<file path="src/rtl/uart_pwm_ctrl_pkg.sv">
// Shared types and constants for the UART command decoder / PWM block.
package uart_pwm_pkg;

    typedef enum logic [1:0] {
        S_HDR  = 2'd0,
        S_CH   = 2'd1,
        S_DUTY = 2'd2,
        S_CSUM = 2'd3
    } state_e;

    localparam logic [7:0] PWM_TOP        = 8'd254;
    localparam logic [7:0] DEFAULT_HEADER = 8'hA5;

    function automatic logic [7:0] frame_csum(input logic [7:0] hdr,
                                              input logic [7:0] ch,
                                              input logic [7:0] duty);
        return hdr ^ ch ^ duty;
    endfunction

endpackage

</file>
<file path="src/rtl/uart_pwm_ctrl_if.sv">
// Received-byte bus from the UART receiver into the command decoder.
interface uart_pwm_ctrl_if;
    logic [7:0] rx_data;
    logic       rx_valid;

    modport master (output rx_data, output rx_valid);
    modport slave  (input  rx_data, input  rx_valid);
endinterface

</file>
<file path="src/rtl/uart_pwm_ctrl_pwm_channel.sv">
// One PWM channel: shadow duty written by the decoder, active duty swapped in
// at the period end, and a registered compare output.
module pwm_channel
    import uart_pwm_pkg::*;
(
    input  logic       clk,
    input  logic       reset,
    input  logic [7:0] cnt_i,
    input  logic       wr_i,
    input  logic [7:0] duty_i,
    output logic       pwm_o
);
    logic [7:0] shadow_q, shadow_d;
    logic [7:0] active_q;
    logic       pwm_q;

    // A write landing on the period end must reach active immediately.
    assign shadow_d = wr_i ? duty_i : shadow_q;

    always_ff @(posedge clk or negedge reset) begin
        if (!reset) begin
            shadow_q <= '0;
            active_q <= '0;
            pwm_q    <= 1'b0;
        end else begin
            shadow_q <= shadow_d;
            if (cnt_i == PWM_TOP) begin
                active_q <= shadow_d;
            end
            pwm_q <= (cnt_i < active_q);
        end
    end

    assign pwm_o = pwm_q;

endmodule

</file>
<file path="src/rtl/uart_pwm_ctrl.sv">
// Framed-command decoder (HEADER, CH, DUTY, CSUM) with inter-byte timeout,
// driving NUM_CH glitch-free PWM channels off a shared 0..254 counter.
module uart_pwm_ctrl
    import uart_pwm_pkg::*;
#(
    parameter int         NUM_CH         = 4,
    parameter logic [7:0] HEADER         = DEFAULT_HEADER,
    parameter int         TIMEOUT_CYCLES = 1024
) (
    input  logic              clk,
    input  logic              reset,
    uart_pwm_ctrl_if.slave    rx,
    output logic [NUM_CH-1:0] pwm_out,
    output logic              frame_ok,
    output logic              frame_err
);
    localparam int              TO_W     = $clog2(TIMEOUT_CYCLES + 1);
    localparam logic [TO_W-1:0] TO_LAST  = TO_W'(TIMEOUT_CYCLES - 1);
    localparam logic [7:0]      NUM_CH_B = 8'(NUM_CH);

    state_e          state_q;
    logic [7:0]      ch_q;
    logic [7:0]      duty_q;
    logic [TO_W-1:0] to_cnt_q;
    logic            rx_valid_q;
    logic            frame_ok_q;
    logic            frame_err_q;
    logic [7:0]      cnt_q, cnt_d;

    logic byte_stb;
    logic frame_good;
    logic commit;
    logic timeout;

    assign byte_stb   = rx.rx_valid & ~rx_valid_q;
    assign frame_good = (rx.rx_data == frame_csum(HEADER, ch_q, duty_q)) &&
                        (ch_q < NUM_CH_B);
    assign commit     = byte_stb && (state_q == S_CSUM) && frame_good;
    // A byte edge on the expiry cycle takes precedence over the timeout.
    assign timeout    = (state_q != S_HDR) && !byte_stb && (to_cnt_q == TO_LAST);

    always_ff @(posedge clk or negedge reset) begin
        if (!reset) begin
            state_q     <= S_HDR;
            ch_q        <= '0;
            duty_q      <= '0;
            to_cnt_q    <= '0;
            rx_valid_q  <= 1'b0;
            frame_ok_q  <= 1'b0;
            frame_err_q <= 1'b0;
        end else begin
            rx_valid_q  <= rx.rx_valid;
            frame_ok_q  <= 1'b0;
            frame_err_q <= 1'b0;

            if (state_q == S_HDR || byte_stb) begin
                to_cnt_q <= '0;
            end else begin
                to_cnt_q <= to_cnt_q + 1'b1;
            end

            case (state_q)
                S_HDR: begin
                    if (byte_stb && rx.rx_data == HEADER) begin
                        state_q <= S_CH;
                    end
                end
                S_CH: begin
                    if (byte_stb) begin
                        ch_q    <= rx.rx_data;
                        state_q <= S_DUTY;
                    end
                end
                S_DUTY: begin
                    if (byte_stb) begin
                        duty_q  <= rx.rx_data;
                        state_q <= S_CSUM;
                    end
                end
                S_CSUM: begin
                    if (byte_stb) begin
                        frame_ok_q  <= frame_good;
                        frame_err_q <= ~frame_good;
                        state_q     <= S_HDR;
                    end
                end
                default: state_q <= S_HDR;
            endcase

            if (timeout) begin
                state_q     <= S_HDR;
                frame_err_q <= 1'b1;
                to_cnt_q    <= '0;
            end
        end
    end

    assign cnt_d = (cnt_q == PWM_TOP) ? 8'd0 : cnt_q + 8'd1;

    always_ff @(posedge clk or negedge reset) begin
        if (!reset) begin
            cnt_q <= '0;
        end else begin
            cnt_q <= cnt_d;
        end
    end

    for (genvar i = 0; i < NUM_CH; i++) begin : g_ch
        pwm_channel u_ch (
            .clk    (clk),
            .reset  (reset),
            .cnt_i  (cnt_q),
            .wr_i   (commit && (ch_q == 8'(i))),
            .duty_i (duty_q),
            .pwm_o  (pwm_out[i])
        );
    end

    assign frame_ok  = frame_ok_q;
    assign frame_err = frame_err_q;

endmodule

</file>
<file path="src/flat_wrapper.sv">
// flat-port wrapper written by rule: the top's interface ports become plain ports
module uart_pwm_ctrl_flat import uart_pwm_pkg::*;
#(
    parameter int         NUM_CH         = 4,
    parameter logic [7:0] HEADER         = DEFAULT_HEADER,
    parameter int         TIMEOUT_CYCLES = 1024
)
  (clk, reset, pwm_out, frame_ok, frame_err, rx_rx_data, rx_rx_valid);
  uart_pwm_ctrl_if rx_i ();
  input  logic clk;
  input  logic reset;
  output logic [NUM_CH-1:0] pwm_out;
  output logic frame_ok;
  output logic frame_err;
  input wire logic [$bits(rx_i.rx_data)-1:0] rx_rx_data;
  input wire logic [$bits(rx_i.rx_valid)-1:0] rx_rx_valid;
  assign rx_i.rx_data = rx_rx_data;
  assign rx_i.rx_valid = rx_rx_valid;
  uart_pwm_ctrl #(.NUM_CH(NUM_CH), .HEADER(HEADER), .TIMEOUT_CYCLES(TIMEOUT_CYCLES)) u_core (.clk(clk), .reset(reset), .rx(rx_i), .pwm_out(pwm_out), .frame_ok(frame_ok), .frame_err(frame_err));
endmodule
</file>
<file path="config.mk">
export PLATFORM = sky130hd
export DESIGN_NAME = uart_pwm_ctrl_flat
export DESIGN_NICKNAME = d
export VERILOG_FILES = /design/src/rtl/uart_pwm_ctrl_pkg.sv /design/src/rtl/uart_pwm_ctrl_if.sv /design/src/rtl/uart_pwm_ctrl_pwm_channel.sv /design/src/rtl/uart_pwm_ctrl.sv /design/src/flat_wrapper.sv
export SDC_FILE = /design/constraint.sdc
export NUM_CORES = 1
export LEC_CHECK = 0
export ABC_AREA = 1
export CAP_MARGIN = 15
export CORE_ASPECT_RATIO = 1.4
export CORE_MARGIN = 4
export CORE_UTILIZATION = 55
export CTS_CLUSTER_SIZE = 40
export DETAILED_ROUTE_END_ITERATION = 12
export PLACE_DENSITY = 0.75
export SLEW_MARGIN = 0
export SYNTH_ARGS = -nofsm -noshare
export SYNTH_HDL_FRONTEND = slang
export SYNTH_SLANG_ARGS = --single-unit
</file>
<file path="constraint.sdc">
create_clock -name clk -period 2 [get_ports clk]
set_clock_uncertainty 0.2 [all_clocks]
set_input_delay 0.4 -clock clk [delete_from_list [all_inputs] [get_ports clk]]
set_output_delay 0.4 -clock clk [all_outputs]
set_load 0.02 [all_outputs]
</file>
After elaboration in Yosys (flattened, before gate mapping)
Index checks and enable logic that the tools add are counted.
{"block": "op_classes", "magnitude_cmp": 5, "n_mux": 18, "n_eq_ne": 14, "n_bitwise": 5, "add_sub_neg": 2, "reduce_logical": 18}
{"cell": "2-to-1 mux 8 bit", "n": 5}
{"cell": "less-than comparator 8 bit", "n": 4}
{"cell": "2-to-1 mux 11 bit", "n": 2}
{"cell": "== test 8 x 2 -> 1 bit, second input constant", "n": 2}
{"cell": "== test 8 bit, second input constant", "n": 2}
{"cell": "adder 11 x 1 -> 11 bit, second input constant", "n": 1}
{"cell": "== test 11 x 10 -> 1 bit, second input constant", "n": 1}
{"cell": "logical AND 1 bit", "n": 10}
{"cell": "2-to-1 mux 2 bit", "n": 5}
{"cell": "inequality test 3 x 1 -> 1 bit, second input constant", "n": 3}
{"cell": "adder 8 x 1 -> 8 bit, second input constant", "n": 1}
{"cell": "== test 8 x 1 -> 1 bit, second input constant", "n": 1}
{"cell": "== test 8 bit", "n": 1}
{"cell": "zero test 8 bit", "n": 1}
{"cell": "less-than comparator 8 x 3 -> 1 bit, second input constant", "n": 1}
{"cell": "one-hot mux 2 bit (4 select lines)", "n": 1}
{"cell": "bitwise XOR 8 bit", "n": 1}
{"cell": "2-to-1 mux 1 bit", "n": 5}
{"cell": "== test 2 bit, second input constant", "n": 2}
{"cell": "inverter 4 bit", "n": 1}
{"cell": "AND reduction 2 bit", "n": 2}
{"cell": "AND reduction 4 bit", "n": 1}
{"cell": "inequality test 3 x 2 -> 1 bit, second input constant", "n": 1}
{"cell": "== test 2 x 1 -> 1 bit, second input constant", "n": 1}
{"cell": "6 further kinds", "n": 7}
{"block": "totals", "reg_bits": 108, "wordCells": 82}

Logic depth before layout (Yosys ltp)
Gate-level depths: netlist of the first run.
{"block": "depth", "depth_word": 8, "ltp_mapped": 13, "mapped_depth_nobuf": 13}

Modules after synthesis
A second synthesis of the first run with hierarchy kept.
{"block": "hier_totals", "hier_cells": 684, "area_unflattened_um2": 5696.7}
{"module": "pwm_channel", "area_each_um2": 893.4, "n_inst": 4, "seq_area_each_um2": 425.4, "cells_each": 103}
{"module": "uart_pwm_ctrl", "area_each_um2": 2123.3, "n_inst": 1, "seq_area_each_um2": 1001.0, "cells_each": 272}

Worst setup path before layout of the first run
Ideal clock, no wire load.
{"block": "synth_timing", "path_kind": "register to register", "startpoint": "reg u_core.duty_q[0]", "endpoint": "reg u_core.g_ch[3].u_ch.active_q[0]", "synth_period_minus_slack_ns": 1.892, "stages_incl_launch_ff": 12, "required_ns": 1.683, "arrival_ns": 1.576, "setup_slack_ns": 0.108, "setup_ns": 0.117, "n_path_buf": 0, "path_cell_list": "dfrtp_1 > or2_1 > nand3_2 > nand2_2 > nor2_4 > nand2_4 > nor2_8 > nand3_4 > nand2_1 > nand2_1 > nand2_1 > nand2_1"}
{"block": "synth_between", "elab_chain_cells": 6}
{"element": "start, declared", "line": "uart_pwm_ctrl.sv:23", "rtl": "logic [7:0] duty_q;"}
{"element": "start signal, assigned", "line": "uart_pwm_ctrl.sv:76", "rtl": "duty_q <= rx.rx_data;"}
{"element": "bitwise XOR 8 bit", "line": "uart_pwm_ctrl_pkg.sv:17", "rtl": "return hdr ^ ch ^ duty;"}
{"element": "== test 8 bit", "line": "uart_pwm_ctrl.sv:36", "rtl": "assign frame_good = (rx.rx_data == frame_csum(HEADER, ch_q, duty_q)) &&"}
{"element": "logical AND 1 bit", "line": "uart_pwm_ctrl.sv:36"}
{"element": "logical AND 1 bit", "line": "uart_pwm_ctrl.sv:38", "rtl": "assign commit = byte_stb && (state_q == S_CSUM) && frame_good;"}
{"element": "logical AND 1 bit", "line": "uart_pwm_ctrl.sv:113", "rtl": ".wr_i (commit && (ch_q == 8'(i))),"}
{"element": "2-to-1 mux 8 bit *", "line": "uart_pwm_ctrl_pwm_channel.sv:18", "rtl": "assign shadow_d = wr_i ? duty_i : shadow_q;"}
{"element": "via u_core.g_ch[3].u_ch.shadow_d[0]", "line": "uart_pwm_ctrl_pwm_channel.sv:13", "rtl": "logic [7:0] shadow_q, shadow_d;"}
{"element": "end signal, assigned", "line": "uart_pwm_ctrl_pwm_channel.sv:28", "rtl": "active_q <= shadow_d;"}
{"element": "end, declared", "line": "uart_pwm_ctrl_pwm_channel.sv:14", "rtl": "logic [7:0] active_q;"}
Mark *: on every way through the listed nets, which the timed path passes. The rest lies on a longest branch.
A chain may end at the register's enable or synchronous reset.

Worst setup path in the final report of the first run
{"block": "layout_timing", "startpoint": "reg u_core.to_cnt_q[1]", "endpoint": "reg u_core.state_q[0]"}
{"block": "layout_between", "elab_chain_cells": 4}
{"element": "start, declared", "line": "uart_pwm_ctrl.sv:24", "rtl": "logic [TO_W-1:0] to_cnt_q;"}
{"element": "start signal, assigned", "line": "uart_pwm_ctrl.sv:59", "rtl": "to_cnt_q <= to_cnt_q + 1'b1;"}
{"element": "== test 11 x 10 -> 1 bit *", "line": "uart_pwm_ctrl.sv:40", "rtl": "assign timeout = (state_q != S_HDR) && !byte_stb && (to_cnt_q == TO_LAST);"}
{"element": "logical AND 1 bit *", "line": "uart_pwm_ctrl.sv:40"}
{"element": "inequality test 3 x 1 -> 1 bit (no line) or inequality test 3 x 2 -> 1 bit (tied branches)"}
{"element": "AND reduction 4 bit (no line)"}
{"element": "end signal, assigned", "line": "uart_pwm_ctrl.sv:44", "rtl": "state_q <= S_HDR;"}
{"element": "end signal, assigned", "line": "uart_pwm_ctrl.sv:65", "rtl": "state_q <= S_CH;"}
{"element": "end signal, assigned", "line": "uart_pwm_ctrl.sv:71", "rtl": "state_q <= S_DUTY;"}
{"element": "end, declared", "line": "uart_pwm_ctrl.sv:21", "rtl": "state_e state_q;"}
Every way passes the cells marked *; elsewhere a longest branch is shown, timed or not.

==> flow_summary.json, run 1 <==
{
  "cp-startpoint": "u_core.to_cnt_q[1]",
  "antenna_found_initial": 0,
  "clock_sinks": 108,
  "io_buffers": 16,
  "holdPathStages": 2,
  "numCtsBuffers": 9,
  "required_ps": 2030,
  "ff2ff_path_depth": 12,
  "dr_wl_met3_um": 413,
  "cp_common_cell": "nand2_2",
  "worstMarginPinSlew_ps": 621,
  "io_pins": 17,
  "outcome": "complete, but fails checks",
  "maxCapViolations": 0,
  "grt_pass1_wl_um": 21100,
  "nets": 767,
  "synth.top_cell.area_share_pct": 49.3,
  "worst_slack_ps": -109,
  "drv_slew": 0,
  "syn_inst": 643,
  "failed_checks": "setup timing",
  "start_util_pct": 57.0,
  "syn-num-nets": 690,
  "reg2reg_from": "u_core.to_cnt_q[1]",
  "rsz0062_at_grt": "yes",
  "cp-end-kind": "register",
  "stdcell_area_mm2": 0.00689,
  "cp.arrival_ps": 2140,
  "post_dp_cell_area_mm2": 0.00617,
  "die_area_mm2": 0.0116,
  "vias": 4511,
  "vdd_ir_drop_max_mv": 0.847,
  "yosysUniqueCellTypes": 35,
  "synth_area_leaders": "dfrtp_1, nand2_1, ha_1",
  "cp_cell_sequence": "ha_2 > nand2_2 > nor2_2 > nand3b_1 > nor2_2 > nand2_2 > nor2_4 > nand3_2 > nand3_2 > nand2_4 > nand2_2 > o21ai_2",
  "grt_use_total_pct": 22.6,
  "clock_latency_ps": 350,
  "top_layer": "met4",
  "crit_type": "reg2reg",
  "fp.dieW_um": 92.4,
  "hold_class": "reg2reg",
  "power.density_mw_per_mm2": 948,
  "hold_start": "u_core.g_ch[3].u_ch.shadow_q[1]",
  "final_cells": 857,
  "viasPerCell": 5.26,
  "overflow": 0,
  "syn_avg_cell_area_um2": 8.52,
  "max_freq_ghz": 0.474,
  "fin_crit_ps": 2110,
  "drt_drc_violations_left": 0,
  "fillers": 674,
  "dpl_worst_slack_ps": -561,
  "syn_area_mm2": 0.00548,
  "ys.warnings.count": 0,
  "multi_input_area_mm2": 0.00257,
  "period_share_pct": 105,
  "place.gp.congestion": 0.843,
  "routedWlPerCell_um": 14.8,
  "p_leak_nw": 3.66,
  "m1WireLength_um": 5210,
  "netlist.top_cell.by_area": "dfrtp_1",
  "cts_tree": "yes",
  "layout.area.seq_mm2": 0.00270,
  "grt_pass1_vias": 4542,
  "final_layout_size_suffix_gt1_share_pct": 22.5,
  "yosysSeqAreaShare_pct": 49.3,
  "startpoint_type": "register",
  "hpwl_um": 8630,
  "cts_buffer_depth": 2,
  "wl_um": 12700,
  "cts-root-buf": "clkbuf_16",
  "h-tree-depth": 3,
  "crit_slowest_cell": "dfrtp_1",
  "setup_viol": 46,
  "clk_pin_slew_worst_paths_ps": 70,
  "dr.pass1.iters": 5,
  "hold_viol_final": 0,
  "antenna_cells": 0,
  "met2WireLength_um": 6610,
  "core_mm2": 0.00962,
  "die_h_um": 126,
  "relSlewSlack_pct": 58.3,
  "area_growth_pct": 25.7,
  "place_inst": 824,
  "crit_fanout": 4,
  "yosys_register_bits": 108,
  "cp_slowest_stage_delay_ps": 380,
  "drtIter0Drc": 292,
  "postRouteAntennaNets": 0,
  "grt_max_degree": 47,
  "rows": 42
}
-- registers in the layout, indices dropped and copies added, names as in the netlist --
signal,flops
u_core.g_ch.u_ch.active_q,32
u_core.g_ch.u_ch.shadow_q,32
u_core.to_cnt_q,11
u_core.ch_q,8
u_core.cnt_q,8
u_core.duty_q,8
u_core.g_ch.u_ch.pwm_o,4
u_core.state_q,2
u_core.frame_err,1
u_core.frame_ok,1
u_core.rx_valid_q,1
-- worst max-delay path, delay by kind of cell, from the launching register on --
kind / cells / cell delay (ps)
simple gates: 10 / 1140
flops: 1 / 380
fa+ha+maj: 1 / 210
compound gates: 1 / 50
-- final cells by class --
cell class	instances	area share, %
clock inverters	6	1.94
multi-input cells	447	37.4
repair buffers	86	11.9
well taps	132	2.40
clock buffers	10	3.47
inverters	68	3.71
flip-flops and latches	108	39.3
-- cell families after synthesis --
group / synth area share [%]
xor gates and xnor gates: 0.959
adders and majority gates: 8.22
DFF: 49.3
AOI/OAI and AO/OA: 5.78
buffers and inverters: 7.12
and+or+nand+nor: 28.6
-- cell usage after synthesis, drive strengths merged --
library cell and n:
nor3 6, a31oi 1, nor4 2, nor2 35, o21ai 26, a21o 4, or3 1, nor3b 1
nand3 20, nand4 36, o31ai 1, a21oi 21, ha 36, xnor2 2, or2 3, nand3b 1
inv 67, xor2 4, o21a 5, nand2 242, clkbuf 6, buf 14, dfrtp 108, clkinv 1
-- path summary, 6_finish.rpt --
check / endpoint / slack (ps)
min reg2reg: u_core.g_ch[3].u_ch.shadow_q[1] / 280
max in group asynchronous: u_core.g_ch[3].u_ch.shadow_q[3] / 660
min in group asynchronous: u_core.g_ch[0].u_ch.pwm_o / 340
min: u_core.g_ch[3].u_ch.shadow_q[1] / 280
max: u_core.state_q[0] / -110
max reg2reg: u_core.state_q[0] / -110
-- power breakdown --
| group | internal, W | leakage (nW) | switching [W] |
|---|---|---|---|
| registers | 0.00239 | 1.28 | 0.000189 |
| logic | 0.000747 | 2.21 | 0.00103 |
| clock network | 0.00139 | 0.183 | 0.000791 |
-- per-layer routing --
metal | global-route usage [%] | vias to the layer above
met5 | 0 | -
met4 | 11.3 | 0
met3 | 3.40 | 23
met2 | 38.3 | 106
met1 | 27.9 | 2155
li1 | - | 2227
-- timing repair --
| action | 4_1_cts | 5_1_grt |
|---|---|---|
| buffers inserted | 8 | 8 |
| gates resized for setup | 24 | 51 |
| endpoints found under the setup margin | 51 | 74 |
| pin swaps | 16 | 28 |
| endpoints found under the hold margin | 28 | 0 |
| hold buffers | 1 | 0 |
-- cell usage in the layout (no fill, tap or decap), types with 9 or more instances in the layout --
master	Yosys	final
dfrtp_1	108	108
clkdlybuf4s50_1	0	12
buf_12	0	9
nand4_1	36	36
buf_4	5	55
nor2_1	28	17
a21oi_1	21	20
inv_1	66	64
nand2_2	2	37
ha_1	36	35
clkbuf_16	0	9
nand2_1	239	202
nand3_1	13	9
o21ai_0	26	23
nor2_2	4	13
-- stage by stage --
stage               setup TNS, ps  hold WS, ps  util (%)  total power, W
floorplan                       0        -95.6         -         0.00345
CTS                          -616          275      69.5         0.00640
finish                      -1900          277      71.6         0.00653
global route                -9190          298      71.6         0.00689
global placement           -24560          183      64.2         0.00405
detailed placement         -27530          177      64.2         0.00413
No activity file was read; power rests on OpenSTA's default activity.
==> run 2, diff against run 1 <==
--- a/config.mk
+++ b/config.mk
@@ -7,12 +7,13 @@
 export LEC_CHECK = 0
 export ABC_AREA = 1
 export CAP_MARGIN = 15
-export CORE_ASPECT_RATIO = 1.4
+export CORE_ASPECT_RATIO = 0.5
 export CORE_MARGIN = 4
 export CORE_UTILIZATION = 55
-export CTS_CLUSTER_SIZE = 40
+export CTS_CLUSTER_SIZE = 12
 export DETAILED_ROUTE_END_ITERATION = 12
 export PLACE_DENSITY = 0.75
+export REMOVE_ABC_BUFFERS = 1
 export SLEW_MARGIN = 0
 export SYNTH_ARGS = -nofsm -noshare
 export SYNTH_HDL_FRONTEND = slang
==> run 2 against run 1 <==
Flip-flop and latch count unchanged. Via count up 1.0%. Critical path type unchanged. The run still ends with setup timing left. Design area down 0.96%.
==> flow_summary.json, run 2 (synthesized netlist as in run 1, its figures left out) <==
{
  "final_cell_mix": "nand2_1, dfrtp_1, inv_1, nand2_2, buf_4",
  "postRouteAntennaNets": 0,
  "core_mm2": 0.00957,
  "drt_drc_violations_left": 0,
  "failed_checks": "setup timing",
  "hold_class": "in2reg",
  "cp_cell_sequence": "buf_4 > nand2_2 > nand2_1 > nand2_1 > nand2_1 > nor2_1 > nand3_2 > nor2_8 > buf_12 > buf_4 > nand4_1 > nand2_2 > nand2_1 > nand2_1",
  "met2WireLength_um": 6010,
  "rows": 25,
  "required_ps": 2100,
  "maxCapViolations": 0,
  "io_buffers": 16,
  "area_growth_pct": 24.5,
  "top_layer": "met4",
  "relSlewSlack_pct": 61.6,
  "antenna_cells": 0,
  "fp.dieW_um": 149,
  "wl_um": 13100,
  "io_pins": 17,
  "numCtsBuffers": 9,
  "nets": 762,
  "rsz0062_at_grt": "yes",
  "dr.pass1.iters": 5,
  "grt_pass1_vias": 4652,
  "cp.arrival_ps": 2260,
  "die_h_um": 78.6,
  "grt_max_degree": 38,
  "place.gp.congestion": 0.805,
  "clk_pin_slew_worst_paths_ps": 70,
  "drtIter0Drc": 411,
  "cts-root-buf": "clkbuf_16",
  "crit_type": "reg2reg",
  "period_share_pct": 108,
  "cp_common_cell": "nand2_1",
  "hpwl_um": 8670,
  "max_freq_ghz": 0.462,
  "worstMarginPinSlew_ps": 570,
  "routedWlPerCell_um": 15.3,
  "setup_viol": 60,
  "final_layout_size_suffix_gt1_share_pct": 23.3,
  "overflow": 0,
  "vias": 4558,
  "cp_slowest_stage_delay_ps": 410,
  "fin_crit_ps": 2170,
  "worst_slack_ps": -167,
  "cts_buffer_depth": 2,
  "outcome": "complete, but fails checks",
  "start_util_pct": 57.2,
  "grt_use_total_pct": 24.1,
  "power.density_mw_per_mm2": 923,
  "dr_wl_met3_um": 591,
  "viasPerCell": 5.33,
  "largest_registers": "u_core.g_ch.u_ch.active_q: 32 flops, u_core.g_ch.u_ch.shadow_q: 32 flops, u_core.to_cnt_q: 11 flops",
  "vdd_ir_drop_max_mv": 0.843,
  "h-tree-depth": 3,
  "die_area_mm2": 0.0117,
  "cp-end-kind": "register",
  "final_cells": 855,
  "p_leak_nw": 3.61,
  "startpoint_type": "register",
  "place_inst": 828,
  "drv_slew": 0,
  "hold_viol_final": 0,
  "crit_fanout": 7,
  "m1WireLength_um": 6170,
  "crit_slowest_cell": "dfrtp_1",
  "clock_latency_ps": 360,
  "fillers": 677,
  "antenna_found_initial": 0,
  "grt_pass1_wl_um": 22200,
  "hold_ws_ps": 265,
  "clock_sinks": 108,
  "cts_tree": "yes",
  "final_common_cell": "nand2_1"
}
run 2: cell types whose count changed in the layout (fill, tap and decap cells not counted), moves of 2 or more:
cell / previous run / this run
nand2_2: 37 / 55
nand2_1: 202 / 186
nor2_1: 17 / 21
nor2_2: 13 / 9
buf_4: 55 / 52
dlygate4sd2_1: 3 / 1
nand2_4: 3 / 1
run 2: critical path: cells and delay by family (launching register included):
family	cells	cell delay, ps
simple gates	11	1080
flops	1	410
buf+inv	3	410
run 2: layout make-up:
class	count	area (um2)	area share, %
clock buffer	10	229	3.36
timing repair buffer	81	768	11.3
multi-input combinational	447	2580	37.9
sequential	108	2700	39.6
clock inverter	6	111	1.63
tap	135	169	2.48
inverter	68	255	3.74
run 2: layer usage:
layer	vias to the layer above	track usage (%)
li1	2216	-
met1	2189	32.7
met2	126	38.5
met3	27	5.07
met4	0	8.77
met5	-	0
run 2: metrics by stage:
step,worst slack [ps],instance area (um2),setup TNS (ps),power (W),utilization [%]
2_1_floorplan,-3850,5340,-141920,0.00344,-
3_3_place_gp,-448,6170,-22020,0.00402,64.5
3_5_place_dp,-516,6170,-25460,0.00408,64.5
4_1_cts,-135,6610,-2960,0.00618,69.1
5_1_grt,-340,6820,-15010,0.00664,71.2
6_report,-167,6820,-4400,0.00630,71.2
run 2: final timing paths:
check | from | end | slack, ps | cells after the start
worst max-delay path | u_core.ch_q[4] | u_core.g_ch[3].u_ch.active_q[4] | -170 | 14
worst min-delay path | rx_rx_data[4] | u_core.duty_q[4] | 270 | 4
worst max register to register | u_core.ch_q[4] | u_core.g_ch[3].u_ch.active_q[4] | -170 | 14
worst min register to register | u_core.g_ch[0].u_ch.shadow_q[3] | u_core.g_ch[0].u_ch.shadow_q[3] | 270 | 2
max in group asynchronous | reset | u_core.g_ch[1].u_ch.active_q[2] | 760 | 3
min in group asynchronous | reset | u_core.to_cnt_q[5] | 280 | 2
run 2: what timing repair did:
item	4_1_cts	5_1_grt
buffers inserted	4	6
gates resized for setup	27	54
hold buffers	1	0
pin swaps	16	20
setup endpoints to repair	40	74
hold endpoints to repair	17	0
gates cloned	0	0
run 2: power breakdown:
| group | internal, W | switching [W] | leakage, nW |
|---|---|---|---|
| clock network | 0.00123 | 0.000844 | 0.163 |
| registers | 0.00239 | 0.000203 | 1.28 |
| logic | 0.000692 | 0.000941 | 2.17 |
